$ cat config.mk
export PLATFORM = sky130hd
export DESIGN_NAME = pipe_skid_reg_flat
export DESIGN_NICKNAME = d
export VERILOG_FILES = /design/src/rtl/pipe_skid_reg_if.sv /design/src/rtl/pipe_skid_reg.sv /design/src/flat_wrapper.sv
export SDC_FILE = /design/constraint.sdc
export NUM_CORES = 1
export LEC_CHECK = 0
export CORE_MARGIN = 4
export CORE_UTILIZATION = 61
export DETAILED_ROUTE_END_ITERATION = 6
export DONT_BUFFER_PORTS = 1
export GPL_ROUTABILITY_DRIVEN = 0
export GPL_TIMING_DRIVEN = 0
export PLACE_DENSITY = 0.77
export SLEW_MARGIN = 0
export SYNTH_ARGS = -nofsm -noshare
export SYNTH_HDL_FRONTEND = slang
export SYNTH_SLANG_ARGS = --single-unit
export TNS_END_PERCENT = 5
$ cat constraint.sdc
create_clock -name clk -period 1.85 [get_ports clk]
set_input_delay 0.37 -clock clk [delete_from_list [all_inputs] [get_ports clk]]
set_output_delay 0.37 -clock clk [all_outputs]
set_load 0.05 [all_outputs]
$ cat src/rtl/pipe_skid_reg_if.sv
// rtl/pipe_skid_reg_if.sv - valid/ready stream bundle for pipe_skid_reg
interface pipe_skid_reg_if #(
  parameter int DATA_W = 32
);
  logic              valid;
  logic [DATA_W-1:0] data;
  logic              ready;

  modport master (output valid, output data, input ready);
  modport slave  (input valid, input data, output ready);
endinterface

$ cat src/rtl/pipe_skid_reg.sv
// rtl/pipe_skid_reg.sv - pipeline register stage, optionally with a skid entry
// SKID=1 breaks the ready path with a second entry; SKID=0 is a plain register.
module pipe_skid_reg #(
  parameter int                DATA_W  = 32,
  parameter int                SKID    = 1,
  parameter logic [DATA_W-1:0] RST_VAL = '0
) (
  input  logic                   clk,
  input  logic                   rst_n,
  input  logic                   flush,
  pipe_skid_reg_if.slave         in_bus,
  pipe_skid_reg_if.master        out_bus,
  output logic [1:0]             occupancy
);

  logic              main_valid;
  logic [DATA_W-1:0] main_data;
  logic              skid_full;
  logic [DATA_W-1:0] skid_data;
  logic              ready;
  logic              in_xfer;
  logic              main_load;

  // Skid mode derives ready purely from state so out_ready never reaches in_ready.
  if (SKID != 0) begin : g_skid_ready
    assign ready = rst_n & ~skid_full;
  end else begin : g_reg_ready
    assign ready = rst_n & (~main_valid | out_bus.ready);
  end

  assign in_xfer   = in_bus.valid & ready;
  assign main_load = ~main_valid | out_bus.ready;

  always_ff @(posedge clk or negedge rst_n) begin
    if (!rst_n) begin
      main_valid <= 1'b0;
      main_data  <= RST_VAL;
      skid_full  <= 1'b0;
      skid_data  <= RST_VAL;
    end else if (flush) begin
      main_valid <= 1'b0;
      main_data  <= RST_VAL;
      skid_full  <= 1'b0;
      skid_data  <= RST_VAL;
    end else if (main_load) begin
      if (skid_full) begin
        // Older skid beat goes first; a full skid blocks input, so it empties here.
        main_valid <= 1'b1;
        main_data  <= skid_data;
        skid_full  <= 1'b0;
      end else if (in_xfer) begin
        main_valid <= 1'b1;
        main_data  <= in_bus.data;
      end else begin
        main_valid <= 1'b0;
      end
    end else if (in_xfer && SKID != 0) begin
      skid_full <= 1'b1;
      skid_data <= in_bus.data;
    end
  end

  assign in_bus.ready  = ready;
  assign out_bus.valid = main_valid;
  assign out_bus.data  = main_data;
  assign occupancy     = {1'b0, main_valid} + {1'b0, skid_full};

endmodule

$ cat src/flat_wrapper.sv
// flat-port wrapper written by rule: the top's interface ports become plain ports
module pipe_skid_reg_flat 
#(
  parameter int                DATA_W  = 32,
  parameter int                SKID    = 1,
  parameter logic [DATA_W-1:0] RST_VAL = '0
)
  (clk, rst_n, flush, occupancy, in_bus_valid, in_bus_data, in_bus_ready, out_bus_valid, out_bus_data, out_bus_ready);
  pipe_skid_reg_if #(.DATA_W(DATA_W)) in_bus_i ();
  pipe_skid_reg_if #(.DATA_W(DATA_W)) out_bus_i ();
  input  logic clk;
  input  logic rst_n;
  input  logic flush;
  output logic [1:0] occupancy;
  input wire logic [$bits(in_bus_i.valid)-1:0] in_bus_valid;
  input wire logic [$bits(in_bus_i.data)-1:0] in_bus_data;
  output wire logic [$bits(in_bus_i.ready)-1:0] in_bus_ready;
  output wire logic [$bits(out_bus_i.valid)-1:0] out_bus_valid;
  output wire logic [$bits(out_bus_i.data)-1:0] out_bus_data;
  input wire logic [$bits(out_bus_i.ready)-1:0] out_bus_ready;
  assign in_bus_i.valid = in_bus_valid;
  assign in_bus_i.data = in_bus_data;
  assign in_bus_ready = in_bus_i.ready;
  assign out_bus_valid = out_bus_i.valid;
  assign out_bus_data = out_bus_i.data;
  assign out_bus_i.ready = out_bus_ready;
  pipe_skid_reg #(.DATA_W(DATA_W), .SKID(SKID), .RST_VAL(RST_VAL)) u_core (.clk(clk), .rst_n(rst_n), .flush(flush), .in_bus(in_bus_i), .out_bus(out_bus_i), .occupancy(occupancy));
endmodule
-- Yosys cells after proc, flatten, opt, wreduce, memory -nomap -nowiden
Cells that the tools add are included.
- $add $sub $neg: 1
- multiply operators: 0
- divide/modulo/power cells: 0
- order comparisons: 0
- eq/ne operators: 1
- shift-type cells: 0
- multiplexer cells: 13
- bitwise logic cells: 5
- reductions and logical operators: 6
- operators by type and width (operator ; number):
    two-way mux 32 bit ; 6
    two-way mux 1 bit ; 7
    nonzero test 3 bit ; 2
    AND reduction 2 bit ; 2
    nonzero test 2 bit ; 2
    adder 1 x 1 -> 2 bit ; 1
    AND 1 bit ; 2
    != test 2 bit (second input constant) ; 1
    inverter 1 bit ; 2
    bitwise OR 1 bit ; 1
- register bits after elaboration: 66
- latch bits: 0
- RAM bits: 0
- bits in read-only memories: 0
- input port bits: 37
- output and inout bits: 36
- word-level logic and storage cells: 30
- memories: 0

-- Longest topological paths before layout
Gate-level depths: netlist (run 1).
- word-level depth: 7
- gate-level depth with buffers: 5
- depth with buffers taken out: 3

-- Worst setup path after synthesis (run 1)
OpenSTA, ideal clock, no wires.
- path type: register to output
- start point: register u_core.main_valid (netlist: u_core.out_bus.valid)
- end point: output occupancy[0]
- arrival time: 1.247 ns
- data required time: 1.480 ns
- path slack: 0.233 ns
- cell stages (with the launch flop): 2
- buffers on the path: 0
- cells stage by stage: dfrtp_1 ha_1
- longest elaborated chain between the ends: 1
- RTL lines (element ; RTL line ; source):
    start: declaration ; pipe_skid_reg.sv:16 ; logic main_valid;
    start signal: assignment ; pipe_skid_reg.sv:36 ; main_valid <= 1'b0;
    start signal: assignment ; pipe_skid_reg.sv:41 ; main_valid <= 1'b0;
    start signal: assignment ; pipe_skid_reg.sv:48 ; main_valid <= 1'b1;
    adder 1 x 1 -> 2 bit ; pipe_skid_reg.sv:66 ; assign occupancy = {1'b0, main_valid} + {1'b0, skid_full};
    end: declaration ; flat_wrapper.sv:14 ; output logic [1:0] occupancy;
Every way passes these cells.

-- Final worst setup path (run 1)
- start point: register u_core.skid_full
- end point: register u_core.skid_data[6]
- longest elaborated chain between the ends: 5
- RTL lines (element ; RTL line ; source):
    start: declaration ; pipe_skid_reg.sv:18 ; logic skid_full;
    start signal: assignment ; pipe_skid_reg.sv:38 ; skid_full <= 1'b0;
    start signal: assignment ; pipe_skid_reg.sv:43 ; skid_full <= 1'b0;
    start signal: assignment ; pipe_skid_reg.sv:50 ; skid_full <= 1'b0;
    inverter 1 bit ; pipe_skid_reg.sv:26 ; assign ready = rst_n & ~skid_full;
    AND 1 bit ; pipe_skid_reg.sv:26 ;
    via in_bus_ready ; flat_wrapper.sv:17 ; output wire logic [$bits(in_bus_i.ready)-1:0] in_bus_ready;
    AND 1 bit ; pipe_skid_reg.sv:31 ; assign in_xfer = in_bus.valid & ready;
    nonzero test 2 bit (no source line) ; - ;
    AND reduction 2 bit (no source line) ; - ;
    end signal: assignment ; pipe_skid_reg.sv:59 ; skid_data <= in_bus.data;
    end: declaration ; pipe_skid_reg.sv:19 ; logic [DATA_W-1:0] skid_data;
The timed path passes the listed nets, and every way through them passes these cells.
A chain may end at the register's enable or synchronous reset.

==> impl_metrics.yaml, run 1 <==
die:
  num_rows: 24
  core-area_um2: 4500
  die_height_um: 77.3
  ioPinCount: 73
  die_x_um: 77.3
  die_area_um2: 5970
  start_util_pct: 65.0
worst_setup_path:
  reg2regPathDepth: 5
  startpoint_type: "flip-flop"
  cp_max_fo: 10
  end_kind: "flip-flop"
  r2r-start: "u_core.skid_full"
  crit_start: "u_core.skid_full"
  r2r-end: "u_core.skid_data[6]"
  r2r_setup_slack_ns: 0.12
  arrival_ns: 1.94
  crit_path_end: "u_core.skid_data[6]"
  path_class: "reg2reg"
  cp.required_ns: 2.06
detailed_routing:
  dr.pass1.iters: 4
  drt-total-wl_um: 6700
  drcViolationCount: 0
  vias_per_cell: 6.81
  dr_total_vias: 2030
  routedWlPerCell_um: 22.5
  ant_nets: 0
  drtIter0Drc: 247
cells_and_area:
  design_area_um2: 3170
  layout.nets: 279
  insertedDiodeCount: 0
  area_growth_pct: 8.29
  fillCellCount: 338
  drive_gt1_share_pct: 16.7
  instances_no_fill: 298
place:
  numPlacedInstances: 282
  place_hpwl_um: 4700
  port-buffer-count: 0
  place_area_um2: 2990
cts:
  cts_buffers: 9
  tritoncts: "yes"
  h-tree-depth: 3
  root_buffer: "clkbuf_8"
  cts_setup_buffers: 0
  cts_buffer_depth: 2
  worstSkewPairLatency_ns: 0.33
  clk_pin_slew_ns: 0.07
  cts_sinks: 66
sta:
  hold_ws_ns: -0.272
  rsz0062_at_grt: "false"
  fin_crit_ns: 1.73
  slew_headroom_pct: 65.2
  skew_ns: 0.00986
  fin_crit_sh_pct: 93.7
  setup_tns_ns: 0
  hold_violations: 66
  max_freq_mhz: 577
  tightest_slew_ns: 0.522
  setup_viol: 0
  slew_viol_final: 0
run_status:
  outcome: "finished with violations"
  failed_checks: "negative hold slack"
pwr:
  switching_power_mw: 0.857
  p_clk_share_pct: 34.4
  intPower_mw: 2.10
  seq_power_share_pct: 58.1
  switching_share_pct: 28.9
  p_leak_nw: 1.36
  power_frac_comb_pct: 7.5
  peakVddDrop_mv: 0.624
  powerDensity_nw_per_um2: 934
synthesis:
  yosysTopAreaCellShare_pct: 56.4
  yosys_warnings: 0
  synth_area_leader_cell: "dfrtp_1"
  ys_top_cells_by_area: "dfrtp_1 56%, mux2i_1 11%, a22o_1 9.6%"
  yosys.cell_types.count: 19
  synth_area_um2: 2930
  syn-num-nets: 268
  postSynthAreaPerCell_um2: 12.7
  netlist_instances: 230
  ys_ff_latch: 66
  ys_seq_area_share_pct: 56.4
global_routing:
  grt_pass1_wl_um: 11000
  grt_pass1_vias: 2205
  grt_overflow: 0
  grt_max_degree: 71
  grt_use_total_pct: 23.9
  antenna_found_initial: 0
flow_run:
  max_cap_violations: 0
hold_path:
  hold_path_class: "in2async"
[per-stage QoR]
step	utilization, %	setup slack (ns)	power (mW)
6_report	70.4	0.116	2.96
5_1_grt	70.4	0.0426	3.09
4_1_cts	70.4	0.119	2.97
3_5_place_dp	66.4	0.149	1.97
3_3_place_gp	66.4	0.156	1.95
2_1_floorplan	-	0.233	1.91
[registers in the layout, summed over array words and instances, names as in the netlist]
register and cells:
u_core.skid_data 32, u_core.skid_full 1, u_core.out_bus.valid 1, u_core.out_bus.data 32
[Yosys cell counts]
master	instances
nor2b_4	1
clkbuf_1	3
nand4bb_1	1
buf_6	4
a22o_1	32
a41oi_2	1
nor3_1	1
inv_1	1
buf_2	8
mux2i_1	32
a21oi_2	2
buf_4	9
nor2_4	1
ha_1	1
a21oi_1	33
nand2b_1	1
dfrtp_1	66
a21o_1	1
a211oi_1	32
[power groups by stage]
stage | sequential, mW | clock (mW) | combinational, mW
5_1_grt | 1.73 | 1.12 | 0.247
4_1_cts | 1.72 | 1.02 | 0.222
6_report | 1.72 | 1.02 | 0.222
3_5_place_dp | 1.75 | 0 | 0.219
2_1_floorplan | 1.73 | 0 | 0.175
3_3_place_gp | 1.74 | 0 | 0.207
[metal layers]
metal / routed length, um / track usage, % / vias to the layer above
li1: - / - / 907
met2: 3120 / 36.4 / 83
met4: 142 / 11.0 / 0
met5: 0 / 0 / -
met3: 689 / 9.25 / 14
met1: 2760 / 30.2 / 1026
[worst min-delay path by stage]
stage | from | end | slack, ns | cells after the start
final | rst_n | u_core.out_bus.data[8] | -0.27 | 0
after global placement | rst_n | u_core.out_bus.data[9] | 0.08 | 0
after CTS | rst_n | u_core.out_bus.data[8] | -0.28 | 0
after floorplan | rst_n | u_core.out_bus.data[0] | 0.07 | 0
after detailed placement | rst_n | u_core.out_bus.data[8] | 0.08 | 0
after global routing | rst_n | u_core.out_bus.data[8] | -0.29 | 0
[cells in the final DEF (no fill, tap or decap)]
master,n
a211oi_1,32
clkbuf_8,10
buf_6,4
clkbuf_1,6
buf_2,8
ha_4,1
dfrtp_1,65
mux2i_1,32
inv_1,1
a21oi_2,2
nor3_1,1
a22o_1,32
nand2b_1,1
buf_4,9
a41oi_2,1
a21oi_1,33
nand4bb_1,1
nor2b_4,1
a21o_1,1
clkinv_2,3
dfrtp_2,1
nor2_4,1
[worst max-delay path: stages (launching register included)]
cell and delay, ns:
dfrtp_1 0.42, buf_6 0.16, nor2b_4 0.33, a41oi_2 0.26, buf_4 0.25, a22o_1 0.19
[area by class of cell]
type / instances / area [um2] / share of cell area [%]
Buffer: 24 / 164 / 5.17
Clock buffer: 13 / 149 / 4.70
Clock inverter: 3 / 15.0 / 0.474
Inverter: 1 / 3.75 / 0.118
Multi-Input combinational cell: 139 / 1120 / 35.3
Sequential cell: 66 / 1650 / 52.2
Tap cell: 52 / 65.1 / 2.05
[cell families after synthesis]
| kind of cell | Yosys count | share of synthesized area, % |
|---|---|---|
| DFF | 66 | 56.4 |
| AOI/OAI and AO/OA | 101 | 24.8 |
| and+or+nand+nor | 5 | 1.62 |
| buffers and inverters | 25 | 5.73 |
| muxes | 32 | 10.9 |
| adders and majority gates | 1 | 0.427 |
[what timing repair did]
| item | 4_1_cts | 5_1_grt |
|---|---|---|
| endpoints found under the setup margin | 2 | 0 |
| resized for setup | 3 | 0 |
| endpoints found under the hold margin | 66 | 66 |
(Power assumes the default switching activity.)
==> run 2, diff against run 1 <==
--- a/config.mk
+++ b/config.mk
@@ -6,12 +6,12 @@
 export NUM_CORES = 1
 export LEC_CHECK = 0
 export CORE_MARGIN = 4
-export CORE_UTILIZATION = 61
+export CORE_UTILIZATION = 59
 export DETAILED_ROUTE_END_ITERATION = 6
 export DONT_BUFFER_PORTS = 1
 export GPL_ROUTABILITY_DRIVEN = 0
 export GPL_TIMING_DRIVEN = 0
-export PLACE_DENSITY = 0.77
+export PLACE_DENSITY = 0.75
 export SLEW_MARGIN = 0
 export SYNTH_ARGS = -nofsm -noshare
 export SYNTH_HDL_FRONTEND = slang
==> run 2 against run 1 <==
Against the previous run: the run still ends with negative hold slack left; flip-flop and latch count stayed put; via count is 5.4% lower; register-to-register slack hardly changed; sequential share of layout area is 0.57 points lower; largest power group unchanged.
==> impl_metrics.yaml, run 2 (synthesis results as in run 1) <==
cts:
  worstSkewPairLatency_ns: 0.34
  cts_sinks: 66
  root_buffer: "clkbuf_8"
  tritoncts: "yes"
  cts_buffers: 9
  cts_buffer_depth: 2
  h-tree-depth: 3
  clk_pin_slew_ns: 0.08
global_routing:
  grt_pass1_vias: 2094
  grt_max_degree: 71
  grt_use_total_pct: 23.0
  grt_pass1_wl_um: 10700
  grt_overflow: 0
  antenna_found_initial: 0
detailed_routing:
  drcViolationCount: 0
  drt-total-wl_um: 6330
  vias_per_cell: 6.14
  ant_nets: 0
  dr.pass1.iters: 4
  drtIter0Drc: 88
  routedWlPerCell_um: 20.2
  dr_total_vias: 1921
pwr:
  p_leak_nw: 1.36
  power.total_mw: 3.06
  powerDensity_nw_per_um2: 955
  peakVddDrop_mv: 0.586
worst_setup_path:
  cp.required_ns: 1.48
  crit_chain: "ha_2"
  reg2regPathDepth: 5
  r2r_setup_slack_ns: 0.12
  cpLargestDelayFamily: "flip-flops"
  path_class: "reg2out"
  arrival_ns: 1.42
  r2r-start: "u_core.skid_full"
  startpoint_type: "flip-flop"
  end_kind: "output pin"
  slowest_delay_ns: 0.55
  cp_max_fo: 5
  r2r-end: "u_core.skid_data[3]"
  critical_path_buf_inv_count: 0
  slowest_stage: "dfrtp_2"
sta:
  fin_crit_sh_pct: 97.0
  fin_crit_ns: 1.79
  max_freq_mhz: 557
  tightest_slew_ns: 0.542
  setup_tns_ns: 0
  setup_viol: 0
  rsz0062_at_grt: "false"
  hold_violations: 66
  hold_ws_ns: -0.287
  skew_ns: 0.00937
  slew_viol_final: 0
  slew_headroom_pct: 63.9
die:
  start_util_pct: 61.6
  num_rows: 25
  die_height_um: 78.4
  ioPinCount: 73
  die_x_um: 78.4
  die_area_um2: 6150
  core-area_um2: 4750
cells_and_area:
  final_util_pct: 67.4
  multi_input_area_um2: 1110
  fillCellCount: 369
  final_common_cell: "dfrtp_1"
  mostFrequentLayoutCells: "65 x dfrtp_1, 33 x a21oi_1, 32 x a22o_1, 32 x mux2i_1, 32 x a211oi_1"
  area_growth_pct: 9.49
  seq_area_um2: 1650
  drive_gt1_share_pct: 17.9
  layout.nets: 279
  instances_no_fill: 313
  insertedDiodeCount: 0
place:
  place_hpwl_um: 4320
  port-buffer-count: 0
  numPlacedInstances: 297
hold_path:
  hold_path_class: "in2async"
run_status:
  failed_checks: "negative hold slack"
  outcome: "finished with violations"
flow_run:
  max_cap_violations: 0
==> run 2: power breakdown <==
part	internal (mW)	switching (mW)
logic	0.0886	0.125
registers	1.50	0.220
clock network	0.591	0.540
==> run 2: through the flow <==
step / cell area (um2) / worst slack [ns]
detailed placement: 3010 / 0.124
finish: 3200 / 0.0555
CTS: 3200 / 0.0401
floorplan: 2930 / 0.233
global route: 3200 / 0.0177
global placement: 3010 / 0.137
==> run 2: worst max-delay path by stage <==
| stage | from | cells after the start | slack (ns) | endpoint |
|---|---|---|---|---|
| 2_1_floorplan | u_core.out_bus.valid | 1 | 0.23 | occupancy[0] |
| 3_3_place_gp | u_core.skid_full | 5 | 0.14 | u_core.skid_data[16] |
| 3_5_place_dp | u_core.skid_full | 5 | 0.12 | u_core.skid_data[12] |
| 4_1_cts | u_core.out_bus.valid | 1 | 0.04 | occupancy[0] |
| 5_1_grt | u_core.out_bus.valid | 1 | 0.02 | occupancy[0] |
| 6_report | u_core.out_bus.valid | 1 | 0.06 | occupancy[0] |
==> run 2: repair_timing <==
action,4_1_cts,5_1_grt
buffers inserted,0,0
resized for setup,2,0
hold endpoints to repair,66,66
endpoints found under the setup margin,2,0
==> run 2: layer usage <==
metal | vias up | track usage, % | part of all wire [%]
met3 | 8 | 8.72 | 7.8
li1 | 903 | - | -
met4 | 0 | 8.39 | 1.2
met2 | 52 | 37.0 | 48
met5 | - | 0 | 0
met1 | 958 | 28.5 | 43
==> run 2: final cells by class <==
cell class / instances / area share, %
Buffer: 24 / 5.12
Clock buffer: 12 / 5.15
Clock inverter: 4 / 0.781
Inverter: 1 / 0.117
Multi-Input combinational cell: 139 / 34.6
Sequential cell: 66 / 51.6
Tap cell: 67 / 2.62
==> run 3, diff against run 2 <==
--- a/config.mk
+++ b/config.mk
@@ -12,6 +12,7 @@
 export GPL_ROUTABILITY_DRIVEN = 0
 export GPL_TIMING_DRIVEN = 0
 export PLACE_DENSITY = 0.75
+export SKIP_LAST_GASP = 1
 export SLEW_MARGIN = 0
 export SYNTH_ARGS = -nofsm -noshare
 export SYNTH_HDL_FRONTEND = slang
==> results of run 3 <==
Same layout as run 2: the final DEF is identical, and so are final timing and power.
